File: config.mk
export PLATFORM = sky130hd
export DESIGN_NAME = garage_door_input_conditioner_flat
export DESIGN_NICKNAME = d
export VERILOG_FILES = /design/src/rtl/garage_door_input_conditioner_pkg.sv /design/src/rtl/garage_door_input_conditioner_if.sv /design/src/rtl/gd_debounce_cell.sv /design/src/rtl/garage_door_input_conditioner.sv /design/src/flat_wrapper.sv
export SDC_FILE = /design/constraint.sdc
export NUM_CORES = 1
export LEC_CHECK = 0
export CAP_MARGIN = 30
export CELL_PAD_IN_SITES_DETAIL_PLACEMENT = 1
export CELL_PAD_IN_SITES_GLOBAL_PLACEMENT = 1
export CORE_MARGIN = 1.5
export CORE_UTILIZATION = 40
export CTS_CLUSTER_SIZE = 10
export DETAILED_ROUTE_END_ITERATION = 7
export GPL_TIMING_DRIVEN = 0
export PLACE_DENSITY = 0.72
export REMOVE_ABC_BUFFERS = 1
export SLEW_MARGIN = 5
export SYNTH_ARGS = -nofsm -noshare
export SYNTH_HDL_FRONTEND = slang
export SYNTH_HIERARCHICAL = 1
export SYNTH_SLANG_ARGS = --single-unit
File: constraint.sdc
create_clock -name CLK -period 2.6 [get_ports CLK]
set_clock_uncertainty 0.1 [all_clocks]
set_input_delay 0.52 -clock CLK [delete_from_list [all_inputs] [get_ports CLK]]
set_output_delay 0.52 -clock CLK [all_outputs]
set_load 0.05 [all_outputs]
File: src/rtl/garage_door_input_conditioner_pkg.sv
// Shared types and constants for the garage door input conditioner.
//   CNT_W              width of every debounce/holdoff/fault counter
//   *_DEF              default cycle counts for the conditioner parameters
//   holdoff_state_e    button holdoff FSM states
//   min1()             clamps a cycle-count parameter to at least 1
package garage_door_pkg;
  localparam int CNT_W = 16;

  localparam logic [CNT_W-1:0] DB_CYCLES_DEF      = 16'd50000;
  // 100000 cycles does not fit the 16-bit counter; use the largest count.
  localparam logic [CNT_W-1:0] HOLDOFF_CYCLES_DEF = 16'hFFFF;
  localparam logic [CNT_W-1:0] FAULT_CYCLES_DEF   = 16'd1000;

  typedef enum logic {
    READY   = 1'b0,
    HOLDOFF = 1'b1
  } holdoff_state_e;

  function automatic logic [CNT_W-1:0] min1(input logic [CNT_W-1:0] v);
    return (v == '0) ? CNT_W'(1) : v;
  endfunction
endpackage

File: src/rtl/garage_door_input_conditioner_if.sv
// Raw switch inputs and conditioned outputs of the garage door conditioner.
//   master : board/test side, drives the raw inputs, observes the outputs
//   slave  : conditioner side
interface garage_door_input_conditioner_if;
  logic BTN_RAW;
  logic UP_LIM_RAW;
  logic DN_LIM_RAW;
  logic Activate;
  logic UP_Max;
  logic DN_Max;
  logic LIM_FAULT;

  modport master (output BTN_RAW, UP_LIM_RAW, DN_LIM_RAW,
                  input  Activate, UP_Max, DN_Max, LIM_FAULT);
  modport slave  (input  BTN_RAW, UP_LIM_RAW, DN_LIM_RAW,
                  output Activate, UP_Max, DN_Max, LIM_FAULT);
endinterface

File: src/rtl/gd_debounce_cell.sv
// One debounced input channel: 2-flop synchronizer, saturating run counter
// and the accepted (stable) level.
//   CLK, RST (async, active-low)
//   raw   : asynchronous bouncy input
//   level : debounced level; toggles after the synchronized input has
//           disagreed with it on DB_CYCLES+1 consecutive edges
module gd_debounce_cell
  import garage_door_pkg::*;
#(
  parameter logic [CNT_W-1:0] DB_CYCLES = DB_CYCLES_DEF
) (
  input  logic CLK,
  input  logic RST,
  input  logic raw,
  output logic level
);
  localparam logic [CNT_W-1:0] DB_N = min1(DB_CYCLES);

  logic             s1, s2;
  logic [CNT_W-1:0] cnt;

  always_ff @(posedge CLK or negedge RST) begin
    if (!RST) begin
      s1    <= 1'b0;
      s2    <= 1'b0;
      cnt   <= '0;
      level <= 1'b0;
    end else begin
      s1 <= raw;
      s2 <= s1;
      if (s2 == level) begin
        cnt <= '0;
      end else if (cnt >= DB_N) begin
        // counter already holds DB_CYCLES: accept the new level this edge
        level <= ~level;
        cnt   <= '0;
      end else if (cnt != '1) begin
        cnt <= cnt + CNT_W'(1);
      end
    end
  end
endmodule

File: src/rtl/garage_door_input_conditioner.sv
// Garage door input conditioner: debounces the button and both limit
// switches, turns a debounced button rise into a one-cycle Activate pulse and
// ignores further presses for HOLDOFF_CYCLES afterwards.
//   CLK, RST (async, active-low)
//   io.BTN_RAW/UP_LIM_RAW/DN_LIM_RAW : raw asynchronous inputs
//   io.Activate  : one-cycle door request
//   io.UP_Max/DN_Max : debounced limit levels (never gated)
//   io.LIM_FAULT : sticky "both limits active" flag
// Build option: define GARAGE_LIMIT_FAULT_EN to include the limit fault
// detector; otherwise LIM_FAULT is tied low and Activate is never blocked.
module garage_door_input_conditioner
  import garage_door_pkg::*;
#(
  parameter logic [CNT_W-1:0] DB_CYCLES      = DB_CYCLES_DEF,
  parameter logic [CNT_W-1:0] HOLDOFF_CYCLES = HOLDOFF_CYCLES_DEF,
  parameter logic [CNT_W-1:0] FAULT_CYCLES   = FAULT_CYCLES_DEF
) (
  input  logic                            CLK,
  input  logic                            RST,
  garage_door_input_conditioner_if.slave  io
);
  localparam int NUM_CH = 3;
  localparam logic [CNT_W-1:0] HOLD_LAST = min1(HOLDOFF_CYCLES) - CNT_W'(1);

  // channel 0 = button, 1 = upper limit, 2 = lower limit
  logic [NUM_CH-1:0] raw_v, lvl_v;
  assign raw_v = {io.DN_LIM_RAW, io.UP_LIM_RAW, io.BTN_RAW};

  for (genvar g = 0; g < NUM_CH; g++) begin : g_ch
    gd_debounce_cell #(.DB_CYCLES(DB_CYCLES)) u_db (
      .CLK   (CLK),
      .RST   (RST),
      .raw   (raw_v[g]),
      .level (lvl_v[g])
    );
  end

  assign io.UP_Max = lvl_v[1];
  assign io.DN_Max = lvl_v[2];

  logic fault_d;  // fault state as of the coming edge

`ifdef GARAGE_LIMIT_FAULT_EN
  localparam logic [CNT_W-1:0] FAULT_LAST = min1(FAULT_CYCLES) - CNT_W'(1);
  logic             fault_q;
  logic [CNT_W-1:0] fcnt;
  logic             both_lim;

  assign both_lim = lvl_v[1] & lvl_v[2];
  // include the setting edge so Activate never coincides with LIM_FAULT
  assign fault_d  = fault_q | (both_lim & (fcnt >= FAULT_LAST));

  always_ff @(posedge CLK or negedge RST) begin
    if (!RST) begin
      fcnt    <= '0;
      fault_q <= 1'b0;
    end else begin
      fault_q <= fault_d;
      if (!both_lim)                            fcnt <= '0;
      else if (fcnt < FAULT_LAST && fcnt != '1) fcnt <= fcnt + CNT_W'(1);
    end
  end
  assign io.LIM_FAULT = fault_q;
`else
  assign fault_d      = 1'b0;
  // FAULT_CYCLES stays referenced so both builds share one parameter list
  assign io.LIM_FAULT = 1'b0 && (FAULT_CYCLES != '0);
`endif

  // button rise detect, holdoff FSM and registered Activate
  holdoff_state_e   st, st_d;
  logic [CNT_W-1:0] hcnt, hcnt_d;
  logic             btn_q, act_q, act_d, btn_rise;

  assign btn_rise    = lvl_v[0] & ~btn_q;
  assign io.Activate = act_q;

  always_ff @(posedge CLK or negedge RST) begin
    if (!RST) begin
      st    <= READY;
      hcnt  <= '0;
      btn_q <= 1'b0;
      act_q <= 1'b0;
    end else begin
      st    <= st_d;
      hcnt  <= hcnt_d;
      btn_q <= lvl_v[0];
      act_q <= act_d;
    end
  end

  always_comb begin
    st_d   = st;
    hcnt_d = hcnt;
    act_d  = 1'b0;
    case (st)
      READY: begin
        hcnt_d = '0;
        if (act_q) st_d = HOLDOFF;
        else       act_d = btn_rise & ~fault_d;
      end
      HOLDOFF: begin
        // rises seen here (including on the exit edge) are dropped
        if (hcnt >= HOLD_LAST) begin
          st_d   = READY;
          hcnt_d = '0;
        end else begin
          hcnt_d = hcnt + CNT_W'(1);
        end
      end
      default: st_d = READY;
    endcase
  end
endmodule

File: src/flat_wrapper.sv
// flat-port wrapper written by rule: the top's interface ports become plain ports
module garage_door_input_conditioner_flat import garage_door_pkg::*;
#(
  parameter logic [CNT_W-1:0] DB_CYCLES      = DB_CYCLES_DEF,
  parameter logic [CNT_W-1:0] HOLDOFF_CYCLES = HOLDOFF_CYCLES_DEF,
  parameter logic [CNT_W-1:0] FAULT_CYCLES   = FAULT_CYCLES_DEF
)
  (CLK, RST, io_BTN_RAW, io_UP_LIM_RAW, io_DN_LIM_RAW, io_Activate, io_UP_Max, io_DN_Max, io_LIM_FAULT);
  garage_door_input_conditioner_if io_i ();
  input  logic CLK;
  input  logic RST;
  input wire logic [$bits(io_i.BTN_RAW)-1:0] io_BTN_RAW;
  input wire logic [$bits(io_i.UP_LIM_RAW)-1:0] io_UP_LIM_RAW;
  input wire logic [$bits(io_i.DN_LIM_RAW)-1:0] io_DN_LIM_RAW;
  output wire logic [$bits(io_i.Activate)-1:0] io_Activate;
  output wire logic [$bits(io_i.UP_Max)-1:0] io_UP_Max;
  output wire logic [$bits(io_i.DN_Max)-1:0] io_DN_Max;
  output wire logic [$bits(io_i.LIM_FAULT)-1:0] io_LIM_FAULT;
  assign io_i.BTN_RAW = io_BTN_RAW;
  assign io_i.UP_LIM_RAW = io_UP_LIM_RAW;
  assign io_i.DN_LIM_RAW = io_DN_LIM_RAW;
  assign io_Activate = io_i.Activate;
  assign io_UP_Max = io_i.UP_Max;
  assign io_DN_Max = io_i.DN_Max;
  assign io_LIM_FAULT = io_i.LIM_FAULT;
  garage_door_input_conditioner #(.DB_CYCLES(DB_CYCLES), .HOLDOFF_CYCLES(HOLDOFF_CYCLES), .FAULT_CYCLES(FAULT_CYCLES)) u_core (.CLK(CLK), .RST(RST), .io(io_i));
endmodule
---- After elaboration in Yosys (flattened, before gate mapping) ----
Cells that the tools add are included.
word-level totals
  register bits ........................... 76
  input bits .............................. 5
  output and inout bits ................... 4
  logic and storage cells ................. 61
cells by class
  add/sub/neg operators ................... 4
  $lt $le $gt $ge ......................... 4
  equality and inequality tests ........... 6
  mux-type cells .......................... 16
  bitwise gates (word level) .............. 9
  reduce and logical (&&, ||, !) cells .... 6
operator list
  operator                                                          number
  16-bit two-way mux                                                10
  16-bit by 1-bit adder with 16-bit output (second input constant)  4
  16-bit greater-or-equal comparator (second input constant)        4
  16-bit inequality test (second input constant)                    3
  16-bit one-hot mux with 2 select lines                            1
  3-bit nonzero test                                                3
  1-bit NOT                                                         8
  2-bit AND reduction                                               3
  1-bit two-way mux                                                 4
  1-bit == test                                                     3
  1-bit one-hot mux with 2 select lines                             1
  1-bit bitwise AND                                                 1

---- Logic depth before layout (Yosys ltp) ----
Gate-level depths: netlist of the first run.
  depth after elaboration ................. 4
  gate-level depth with buffers ........... 6

---- Hierarchy ----
Netlist of the first run, hierarchy kept.
by module, submodules not included
  module                         times used  cells an instance  area an instance (um^2)  seq. area each (um^2)
  gd_debounce_cell               3           99                 1051.0                   475.5
  garage_door_input_conditioner  1           86                 920.9                    475.5

---- Least setup slack after synthesis of the first run ----
Ideal clock, no wire load.
  path kind ............................... flip-flop to flip-flop
  start point ............................. reg u_core.g_ch[0].u_db.cnt[0]
  end point ............................... reg u_core.g_ch[0].u_db.cnt[11]
  setup time .............................. 0.087 ns
  data arrival time ....................... 1.592 ns
  required time ........................... 2.413 ns
  path slack .............................. 0.821 ns
  stages on the path, launching flop included .. 6
  buffers on the path ..................... 0
  cells stage by stage .................... dfrtp_1 ha_1 nand3_2 nor3_1 or4_4 a211oi_2
on the way
  word-level cells in the longest chain between the ends .. 4
RTL lines
  element                                   line                    text
  from (decl)                               gd_debounce_cell.sv:20  logic [CNT_W-1:0] cnt;
  from (signal assigned)                    gd_debounce_cell.sv:38  cnt <= cnt + CNT_W'(1);
  16-bit by 1-bit adder with 16-bit output  gd_debounce_cell.sv:38
  16-bit two-way mux                        gd_debounce_cell.sv:37  end else if (cnt != '1) begin
  16-bit two-way mux                        gd_debounce_cell.sv:33  end else if (cnt >= DB_N) begin
  16-bit two-way mux                        gd_debounce_cell.sv:31  if (s2 == level) begin
Parallel ways exist; a longest one is shown, timed or not. The select of a mux whose other input is x is not followed.
A chain may end at the register's enable or synchronous reset.

---- Final worst setup path of the first run ----
  start point ............................. reg u_core.g_ch[2].u_db.cnt[8]
  end point ............................... reg u_core.g_ch[2].u_db.level
on the way
  word-level cells in the longest chain between the ends .. 2
RTL lines
  element                               line                    text
  from (decl)                           gd_debounce_cell.sv:20
  from (signal assigned)                gd_debounce_cell.sv:38
  16-bit greater-or-equal comparator    gd_debounce_cell.sv:33
  2-bit AND reduction (no source line)  --
  to (signal assigned)                  gd_debounce_cell.sv:35  level <= ~level;
  to (decl)                             gd_debounce_cell.sv:15  output logic level
Every way passes these cells.

==> results.sh, run 1 <==
export IMPL_clk_pin_slew_ps=90
export IMPL_htreeDepth=3
export IMPL_synthCells=383
export IMPL_top_layer="met4"
export IMPL_leakagePower_nw=1.73
export IMPL_die_area_um2=10800
export IMPL_dp_hpwl_um=6140
export IMPL_synth_seq_cells=76
export IMPL_utilization=0.462
export IMPL_post_dp_cell_area_um2=4350
export IMPL_drc_errors=0
export IMPL_max_freq_mhz=444
export IMPL_met2_length_um=4440
export IMPL_p_sw_frac=0.268
export IMPL_power_frac_clock=0.400
export IMPL_groute_usage_overall=0.182
export IMPL_net_switching_power_mw=0.581
export IMPL_antenna_found_initial=0
export IMPL_power_density_nw_per_um2=477
export IMPL_yosys_top_cells_area="dfrtp_1 47%, a211oi_1 5.0%, xnor2_1 2.8%"
export IMPL_fin_nets=411
export IMPL_timing_final_ws_setup_ps=350
export IMPL_routed_wirelength_um=9130
export IMPL_vias=3151
export IMPL_drive_gt1_frac=0.169
export IMPL_dp_cells=519
export IMPL_cts_tree="built"
export IMPL_dp_slack_ps=370
export IMPL_ys_flop_type="dfrtp_1"
export IMPL_yosys_warnings=6
export IMPL_ys_seq_area_frac=0.467
export IMPL_synth_common_cells="76 x dfrtp_1, 27 x a211oi_1, 26 x nor2_1, 21 x inv_1, 17 x nor3_1"
export IMPL_crit_type="reg2reg"
export IMPL_clockBufferDepth=2
export IMPL_startpoint_type="register"
export IMPL_first_pass_iters=4
export IMPL_netlist_area_um2=4070
export IMPL_endpoint_kind="register"
export IMPL_clock_sinks=76
export IMPL_power_frac_comb=0.039
export IMPL_wl_met1_um=4420
export IMPL_required_ps=2740
export IMPL_grt_pass1_wl_um=16300
export IMPL_relSlewSlack=0.394
export IMPL_cts_resized=0
export IMPL_hold_viol=0
export IMPL_pin_count=9
export IMPL_maxCapViolations=0
export IMPL_core_um2=9820
export IMPL_rsz0062_at_grt="false"
export IMPL_wire_per_inst_um=17.0
export IMPL_cts_buffers=9
export IMPL_avgSynthCellArea_um2=10.6
export IMPL_die_h_um=104
export IMPL_final_period_utilization=0.865
export IMPL_start_util=0.415
export IMPL_peakVddDrop_uv=198
export IMPL_seq_power_share=0.561
export IMPL_fp_row_count=36
export IMPL_port_buffers=7
export IMPL_min_period_ps=2250
export IMPL_clockRootBuffer="clkbuf_8"
export IMPL_grt_max_degree=52
export IMPL_fin_cells=536
export IMPL_synthDistinctLibCells=47
export IMPL_intPower_mw=1.58
export IMPL_area_growth_syn_to_layout_pct=11.4
export IMPL_design_area_um2=4540
export IMPL_path_max_fanout=10
export IMPL_ys_async_sr_fraction=1.00
export IMPL_via_per_inst=5.88
export IMPL_status="finished, final reports clean"
export IMPL_worstPathArrival_ps=2390
export IMPL_synth_top_area_share=0.467
export IMPL_dieWidth_um=104
export IMPL_overflow=0
export IMPL_synth_edf_count=0
export IMPL_yosysMostFrequentCell="dfrtp_1"
export IMPL_worstSkewPairLatency_ps=360
export IMPL_routabilityCongestion=0.743
export IMPL_finalSetupViolations=0
export IMPL_dr_wl_met3_um=190
export IMPL_first_global_vias=3319
export IMPL_drt_iter0_markers=119
export IMPL_ant_nets=0
export IMPL_n_antenna_cell=0
export IMPL_hold_path_class="reg2reg"
export IMPL_tightest_slew_ps=904
export IMPL_final_max_slew_viol_count=0
export IMPL_yosysTopAreaCell="dfrtp_1"
[critical path: stages, from the launching register on]
cell	delay (ps)
dfrtp_1	450
nand2_1	120
o21bai_1	200
a211oi_2	710
buf_6	230
mux2_1	320
[power by group through the flow]
stage	clock (mW)	sequential, mW	combinational, mW
3_5_place_dp	0	1.24	0.0874
5_1_grt	0.943	1.22	0.0974
4_1_cts	0.900	1.22	0.0891
2_1_floorplan	0	1.23	0.0389
3_3_place_gp	0	1.24	0.0775
6_report	0.866	1.22	0.0850
[worst paths after layout]
path	startpoint	to	slack (ps)	cells after the start
hold / removal	u_core/g_ch[2].u_db/s1	u_core/g_ch[2].u_db/s2	260	0
max in group asynchronous	RST	u_core/g_ch[0].u_db/cnt[11]	1310	3
setup / recovery	u_core/g_ch[2].u_db/cnt[8]	u_core/g_ch[2].u_db/level	350	5
hold reg to reg	u_core/g_ch[2].u_db/s1	u_core/g_ch[2].u_db/s2	260	0
setup reg to reg	u_core/g_ch[2].u_db/cnt[8]	u_core/g_ch[2].u_db/level	350	5
min in group asynchronous	RST	u_core/g_ch[1].u_db/cnt[5]	520	2
[registers in the layout, indices dropped and copies added, names as in the netlist]
| signal | cells |
|---|---|
| u_core/g_ch.u_db/s2 | 3 |
| u_core/g_ch.u_db/cnt | 48 |
| u_core/io.Activate | 1 |
| u_core/st | 1 |
| u_core/g_ch.u_db/s1 | 3 |
| u_core/hcnt | 16 |
| u_core/btn_q | 1 |
| u_core/g_ch.u_db/level | 3 |
[per-stage QoR]
step | hold slack, ps | total power, mW | setup TNS (ps)
floorplan | 124 | 1.27 | 0
global placement | 235 | 1.31 | -147430
detailed placement | 249 | 1.33 | 0
CTS | 277 | 2.20 | 0
global route | 288 | 2.26 | 0
finish | 264 | 2.17 | 0
[cell usage in the layout (no fill, tap or decap), types with 6 or more instances in the layout]
| cell type | Yosys | layout |
|---|---|---|
| dfrtp_1 | 76 | 76 |
| a211oi_1 | 27 | 27 |
| nor2_1 | 26 | 26 |
| inv_1 | 21 | 21 |
| nor3_1 | 17 | 17 |
| nand3_1 | 15 | 15 |
| o31ai_1 | 15 | 15 |
| o21ai_0 | 13 | 13 |
| or3_1 | 13 | 13 |
| nand2_1 | 13 | 13 |
| nor4_1 | 12 | 12 |
| nand4_1 | 11 | 11 |
| xnor2_1 | 13 | 10 |
| clkbuf_8 | 0 | 9 |
| ha_1 | 8 | 8 |
| a31oi_1 | 7 | 7 |
| clkdlybuf4s50_1 | 0 | 6 |
| o21bai_1 | 6 | 6 |
| a211oi_2 | 6 | 6 |
| or4_1 | 6 | 6 |
[layer usage]
layer | vias to the layer above | global-route usage
met5 | - | 0
met4 | 0 | 0.0536
met3 | 7 | 0.0345
met2 | 32 | 0.299
met1 | 1622 | 0.246
li1 | 1490 | -
[layout make-up]
cell class	instances	area, um^2
Fill cell	1109	5280
Multi-Input combinational cell	278	2070
Sequential cell	76	1900
Tap cell	133	166
Timing Repair Buffer	12	139
Clock buffer	9	124
Inverter	21	78.8
Clock inverter	7	57.6
[repair_timing]
action,in CTS,in global routing
hold endpoints to repair,25,0
endpoints found under the setup margin,0,0
hold buffers,1,0
buffers inserted,0,0
[cells by family (layout without fill, tap and decap cells)]
| kind of cell | after synthesis | after routing | share of synthesized area |
|---|---|---|---|
| simple gates | 152 | 152 | 0.243 |
| compound gates | 93 | 93 | 0.179 |
| flops | 76 | 76 | 0.467 |
| buf+inv | 29 | 49 | 0.0307 |
| xor+xnor | 18 | 18 | 0.0387 |
| fa+ha+maj | 8 | 8 | 0.0246 |
| mux | 6 | 6 | 0.0157 |
| other cells | 1 | 1 | 0.000920 |
No activity file was read; power rests on OpenSTA's default activity.
==> inputs of run 2 (changes only) <==
--- a/config.mk
+++ b/config.mk
@@ -9,11 +9,11 @@
 export CELL_PAD_IN_SITES_DETAIL_PLACEMENT = 1
 export CELL_PAD_IN_SITES_GLOBAL_PLACEMENT = 1
 export CORE_MARGIN = 1.5
-export CORE_UTILIZATION = 40
+export CORE_UTILIZATION = 51
 export CTS_CLUSTER_SIZE = 10
 export DETAILED_ROUTE_END_ITERATION = 7
 export GPL_TIMING_DRIVEN = 0
-export PLACE_DENSITY = 0.72
+export PLACE_DENSITY = 0.87
 export REMOVE_ABC_BUFFERS = 1
 export SLEW_MARGIN = 5
 export SYNTH_ARGS = -nofsm -noshare
==> results.sh, run 2 (synthesis gave the netlist of run 1 again) <==
export IMPL_antenna_found_initial=0
export IMPL_finalSetupViolations=0
export IMPL_hold_buffers=0
export IMPL_postCtsSetupRepairBufs=0
export IMPL_r2r_slack_ps=440
export IMPL_n_antenna_cell=0
export IMPL_timing_final_ws_setup_ps=415
export IMPL_max_freq_mhz=458
export IMPL_ant_nets=0
export IMPL_fin_hold_ws_ps=28.8
export IMPL_dp_cells=489
export IMPL_cts_tree="built"
export IMPL_routabilityCongestion=0.791
export IMPL_critical_path_top_delay_family="buffers and inverters"
export IMPL_die_area_um2=8530
export IMPL_first_pass_iters=4
export IMPL_path_buf_inv=1
export IMPL_drive_gt1_frac=0.166
export IMPL_final_period_utilization=0.841
export IMPL_first_global_vias=3320
export IMPL_mostFrequentLayoutCell="dfrtp_1"
export IMPL_hold_viol=0
export IMPL_dp_hpwl_um=6150
export IMPL_pin_count=9
export IMPL_clock_sinks=76
export IMPL_grt_pass1_wl_um=16600
export IMPL_port_buffers=7
export IMPL_relSlewSlack=0.391
export IMPL_largest_reg_flops=48
export IMPL_drc_errors=0
export IMPL_cts_resized=0
export IMPL_grt_max_degree=41
export IMPL_status="finished, final reports clean"
export IMPL_via_per_inst=6.28
export IMPL_startpoint_type="register"
export IMPL_rsz0062_at_grt="false"
export IMPL_clockBufferDepth=2
export IMPL_cpMaxStageDelayCell="clkdlybuf4s50_1"
export IMPL_area_growth_syn_to_layout_pct=10.8
export IMPL_die_h_um=92.4
export IMPL_tightest_slew_ps=906
export IMPL_groute_usage_overall=0.243
export IMPL_clockRootBuffer="clkbuf_8"
export IMPL_clk_pin_slew_ps=80
export IMPL_required_ps=1980
export IMPL_fp_row_count=32
export IMPL_core_um2=7730
export IMPL_overflow=0
export IMPL_min_period_ps=2190
export IMPL_peakVddDrop_uv=345
export IMPL_hold_path_class="in2async"
export IMPL_vias=3172
export IMPL_fin_nets=411
export IMPL_cts_buffers=9
export IMPL_dp_slack_ps=499
export IMPL_dieWidth_um=92.4
export IMPL_fin_cells=505
export IMPL_wire_per_inst_um=18.2
export IMPL_final_cell_mix="76 x dfrtp_1, 27 x a211oi_1, 26 x nor2_1"
export IMPL_reg_top3="u_core/g_ch.u_db/cnt x48, u_core/hcnt x16"
export IMPL_fin_total_pwr_mw=2.29
export IMPL_top_register="u_core/g_ch.u_db/cnt"
export IMPL_maxCapViolations=0
export IMPL_htreeDepth=3
export IMPL_crit_type="reg2out"
export IMPL_endpoint_kind="primary output"
export IMPL_path_max_fanout=3
export IMPL_power_density_nw_per_um2=506
export IMPL_drt_iter0_markers=134
export IMPL_routed_wirelength_um=9210
export IMPL_path_cells="clkdlybuf4s50_1"
export IMPL_slowest_delay_ps=820
export IMPL_final_max_slew_viol_count=0
export IMPL_fill_cells=817
export IMPL_worstPathArrival_ps=1570
export IMPL_start_util=0.527
export IMPL_leakagePower_nw=1.74
export IMPL_worstSkewPairLatency_ps=340
[run 2: area by class of cell]
cell class                      count  area [um^2]  area share
Clock buffer                       10          128      0.0283
Timing Repair Buffer               12          129      0.0285
Tap cell                          102          128      0.0283
Multi-Input combinational cell    278         2060       0.457
Sequential cell                    76         1900       0.421
Inverter                           21         78.8      0.0175
Clock inverter                      6         88.8      0.0197
[run 2: power by group]
part           switching (mW)  leakage [nW]  internal [mW]
clock network           0.444         0.102          0.541
registers              0.0191          1.04           1.20
logic                  0.0577         0.597         0.0268
[run 2: worst paths after layout]
kind / end / start / cells past startpoint
min in group CLK: u_core/g_ch[1].u_db/s2 / u_core/g_ch[1].u_db/s1 / 0
setup / recovery: io_DN_Max / u_core/g_ch[2].u_db/level / 1
hold / removal: u_core/hcnt[7] / RST / 1
hold reg to reg: u_core/g_ch[1].u_db/s2 / u_core/g_ch[1].u_db/s1 / 0
max in group asynchronous: u_core/g_ch[1].u_db/cnt[11] / RST / 2
setup reg to reg: u_core/g_ch[2].u_db/cnt[9] / u_core/g_ch[2].u_db/cnt[1] / 5
[run 2: stage by stage]
stage	TNS, ps	instance area [um^2]	util
detailed placement	0	4300	0.556
floorplan	0	4030	-
global placement	-136210	4230	0.547
finish	0	4520	0.584
CTS	0	4520	0.584
global route	0	4520	0.584
[run 2: metal layers]
metal,track usage,routed length (um),part of all wire
met1,0.338,4300,0.47
met2,0.386,4570,0.50
met3,0.0419,222,0.024
met4,0.0846,117,0.013
met5,0,0,0
==> inputs of run 3 (changes only) <==
--- a/config.mk
+++ b/config.mk
@@ -9,11 +9,11 @@
 export CELL_PAD_IN_SITES_DETAIL_PLACEMENT = 1
 export CELL_PAD_IN_SITES_GLOBAL_PLACEMENT = 1
 export CORE_MARGIN = 1.5
-export CORE_UTILIZATION = 51
+export CORE_UTILIZATION = 45
 export CTS_CLUSTER_SIZE = 10
 export DETAILED_ROUTE_END_ITERATION = 7
 export GPL_TIMING_DRIVEN = 0
-export PLACE_DENSITY = 0.87
+export PLACE_DENSITY = 0.82
 export REMOVE_ABC_BUFFERS = 1
 export SLEW_MARGIN = 5
 export SYNTH_ARGS = -nofsm -noshare
==> constraint.sdc (replaced) <==
create_clock -name CLK -period 1.8 [get_ports CLK]
set_clock_uncertainty 0.1 [all_clocks]
set_input_delay 0.36 -clock CLK [delete_from_list [all_inputs] [get_ports CLK]]
set_output_delay 0.36 -clock CLK [all_outputs]
set_load 0.05 [all_outputs]
==> results.sh, run 3 (synthesis gave the netlist of run 1 again) <==
export IMPL_rsz0062_at_grt="true"
export IMPL_largest_reg_flops=48
export IMPL_drive_gt1_frac=0.375
export IMPL_final_period_utilization=1.05
export IMPL_clk_pin_slew_ps=80
export IMPL_power_frac_clock=0.386
export IMPL_top_register="u_core/g_ch.u_db/cnt"
export IMPL_p_sw_frac=0.250
export IMPL_endpoint_kind="register"
export IMPL_maxCapViolations=0
export IMPL_clockBufferDepth=2
export IMPL_power_density_nw_per_um2=613
export IMPL_die_h_um=98.1
export IMPL_first_pass_iters=4
export IMPL_clockRootBuffer="clkbuf_8"
export IMPL_reg_top3="u_core/g_ch.u_db/cnt x48, u_core/hcnt x16"
export IMPL_min_period_ps=1900
export IMPL_hold_viol=0
export IMPL_crit_type="reg2reg"
export IMPL_cts_buffers=9
export IMPL_peakVddDrop_uv=388
export IMPL_ant_nets=0
export IMPL_first_global_vias=3510
export IMPL_hold_path_class="reg2reg"
export IMPL_fill_cells=929
export IMPL_pin_count=9
export IMPL_worstSkewPairLatency_ps=360
export IMPL_leakagePower_nw=1.99
export IMPL_seq_power_share=0.558
export IMPL_final_cell_mix="55 x dfrtp_1, 44 x buf_4, 23 x nor2_1"
export IMPL_timing_final_ws_setup_ps=-98.5
export IMPL_core_um2=8760
export IMPL_fp_row_count=34
export IMPL_routabilityCongestion=0.799
export IMPL_mostFrequentLayoutCell="dfrtp_1"
export IMPL_path_max_fanout=7
export IMPL_tightest_slew_ps=1000
export IMPL_cts_tree="built"
export IMPL_start_util=0.465
export IMPL_startpoint_type="register"
export IMPL_groute_usage_overall=0.223
export IMPL_grt_pass1_wl_um=17500
export IMPL_relSlewSlack=0.328
export IMPL_intPower_mw=2.37
export IMPL_routed_wirelength_um=11400
export IMPL_vias=3422
export IMPL_antenna_found_initial=0
export IMPL_drt_iter0_markers=138
export IMPL_drc_errors=0
export IMPL_required_ps=1940
export IMPL_worstPathArrival_ps=2040
export IMPL_wire_per_inst_um=20.4
export IMPL_fin_nets=460
export IMPL_grt_max_degree=45
export IMPL_n_antenna_cell=0
export IMPL_overflow=0
export IMPL_via_per_inst=6.12
export IMPL_design_area_um2=5160
export IMPL_net_switching_power_mw=0.791
export IMPL_failed_checks="negative setup slack"
export IMPL_dieWidth_um=98.1
export IMPL_htreeDepth=3
export IMPL_dp_hpwl_um=6320
export IMPL_power_frac_comb=0.057
export IMPL_clock_sinks=76
export IMPL_fin_cells=559
export IMPL_fin_hold_ws_ps=266
export IMPL_die_area_um2=9630
export IMPL_port_buffers=7
export IMPL_status="finished with violations"
export IMPL_area_growth_syn_to_layout_pct=26.6
export IMPL_utilization=0.588
export IMPL_dp_cells=494
export IMPL_max_freq_mhz=527
export IMPL_final_max_slew_viol_count=0
export IMPL_post_dp_cell_area_um2=4310
export IMPL_finalSetupViolations=5
[run 3: changes by cell type in the layout (fill, tap and decap cells not counted), sizes merged, moves of 2 or more]
cell           delta
clkdlybuf4s50     -3
clkinv            -2
bufinv            -2
buf              +48
clkdlybuf4s15     +2
clkbuf            +2
[run 3: final cells by class]
cell class	count	area, um^2	area share
timing repair buffer	61	522	0.101
inverter	21	78.8	0.0153
multi-input combinational	278	2310	0.449
clock buffer	12	155	0.0301
sequential	76	1930	0.374
clock inverter	3	22.5	0.00437
tap	108	135	0.0262
[run 3: power groups by stage]
| stage | Clock, mW | Combinational [mW] | Sequential, mW |
|---|---|---|---|
| after CTS | 1.26 | 0.159 | 1.75 |
| after floorplan | 0 | 0.0561 | 1.78 |
| after global placement | 0 | 0.111 | 1.79 |
| final | 1.22 | 0.179 | 1.76 |
| after global routing | 1.32 | 0.198 | 1.77 |
| after detailed placement | 0 | 0.128 | 1.79 |
[run 3: final timing paths]
kind                            slack [ps]  cells after the start                     endpoint                  startpoint
worst max-delay path                  -100                      4   u_core/g_ch[0].u_db/cnt[5]  u_core/g_ch[0].u_db/cnt[8]
worst min-delay path                   270                      0       u_core/g_ch[1].u_db/s2      u_core/g_ch[1].u_db/s1
worst max register to register        -100                      4   u_core/g_ch[0].u_db/cnt[5]  u_core/g_ch[0].u_db/cnt[8]
worst min register to register         270                      0       u_core/g_ch[1].u_db/s2      u_core/g_ch[1].u_db/s1
max in group asynchronous              600                      3  u_core/g_ch[1].u_db/cnt[13]                         RST
min in group asynchronous              390                      2  u_core/g_ch[2].u_db/cnt[10]                         RST
[run 3: metal layers]
metal | track usage | wire [um] | vias to the layer above
li1 | - | - | 1594
met1 | 0.296 | 5240 | 1770
met2 | 0.382 | 5790 | 46
met3 | 0.0387 | 244 | 12
met4 | 0.0553 | 120 | 0
met5 | 0 | 0 | -
[run 3: through the flow]
stage	power [mW]	setup slack, ps	setup TNS [ps]
CTS	3.17	-25.6	-106
global placement	1.90	-2520	-208960
detailed placement	1.92	-342	-6490
floorplan	1.84	-121	-376
finish	3.16	-98.5	-248
global route	3.29	-185	-1740
[run 3: worst max-delay path: stages, from the launching register on]
cell	delay (ps)
dfrtp_2	440
nand4_1	280
nor4b_4	430
o21ai_0	220
a211oi_2	320
[run 3: what timing repair did]
item,in CTS,in global routing
buffers inserted,19,29
hold buffers,1,0
resized for setup,22,60
endpoints found under the hold margin,32,0
pin swaps,10,26
cloned,0,1
setup endpoints to repair,61,52
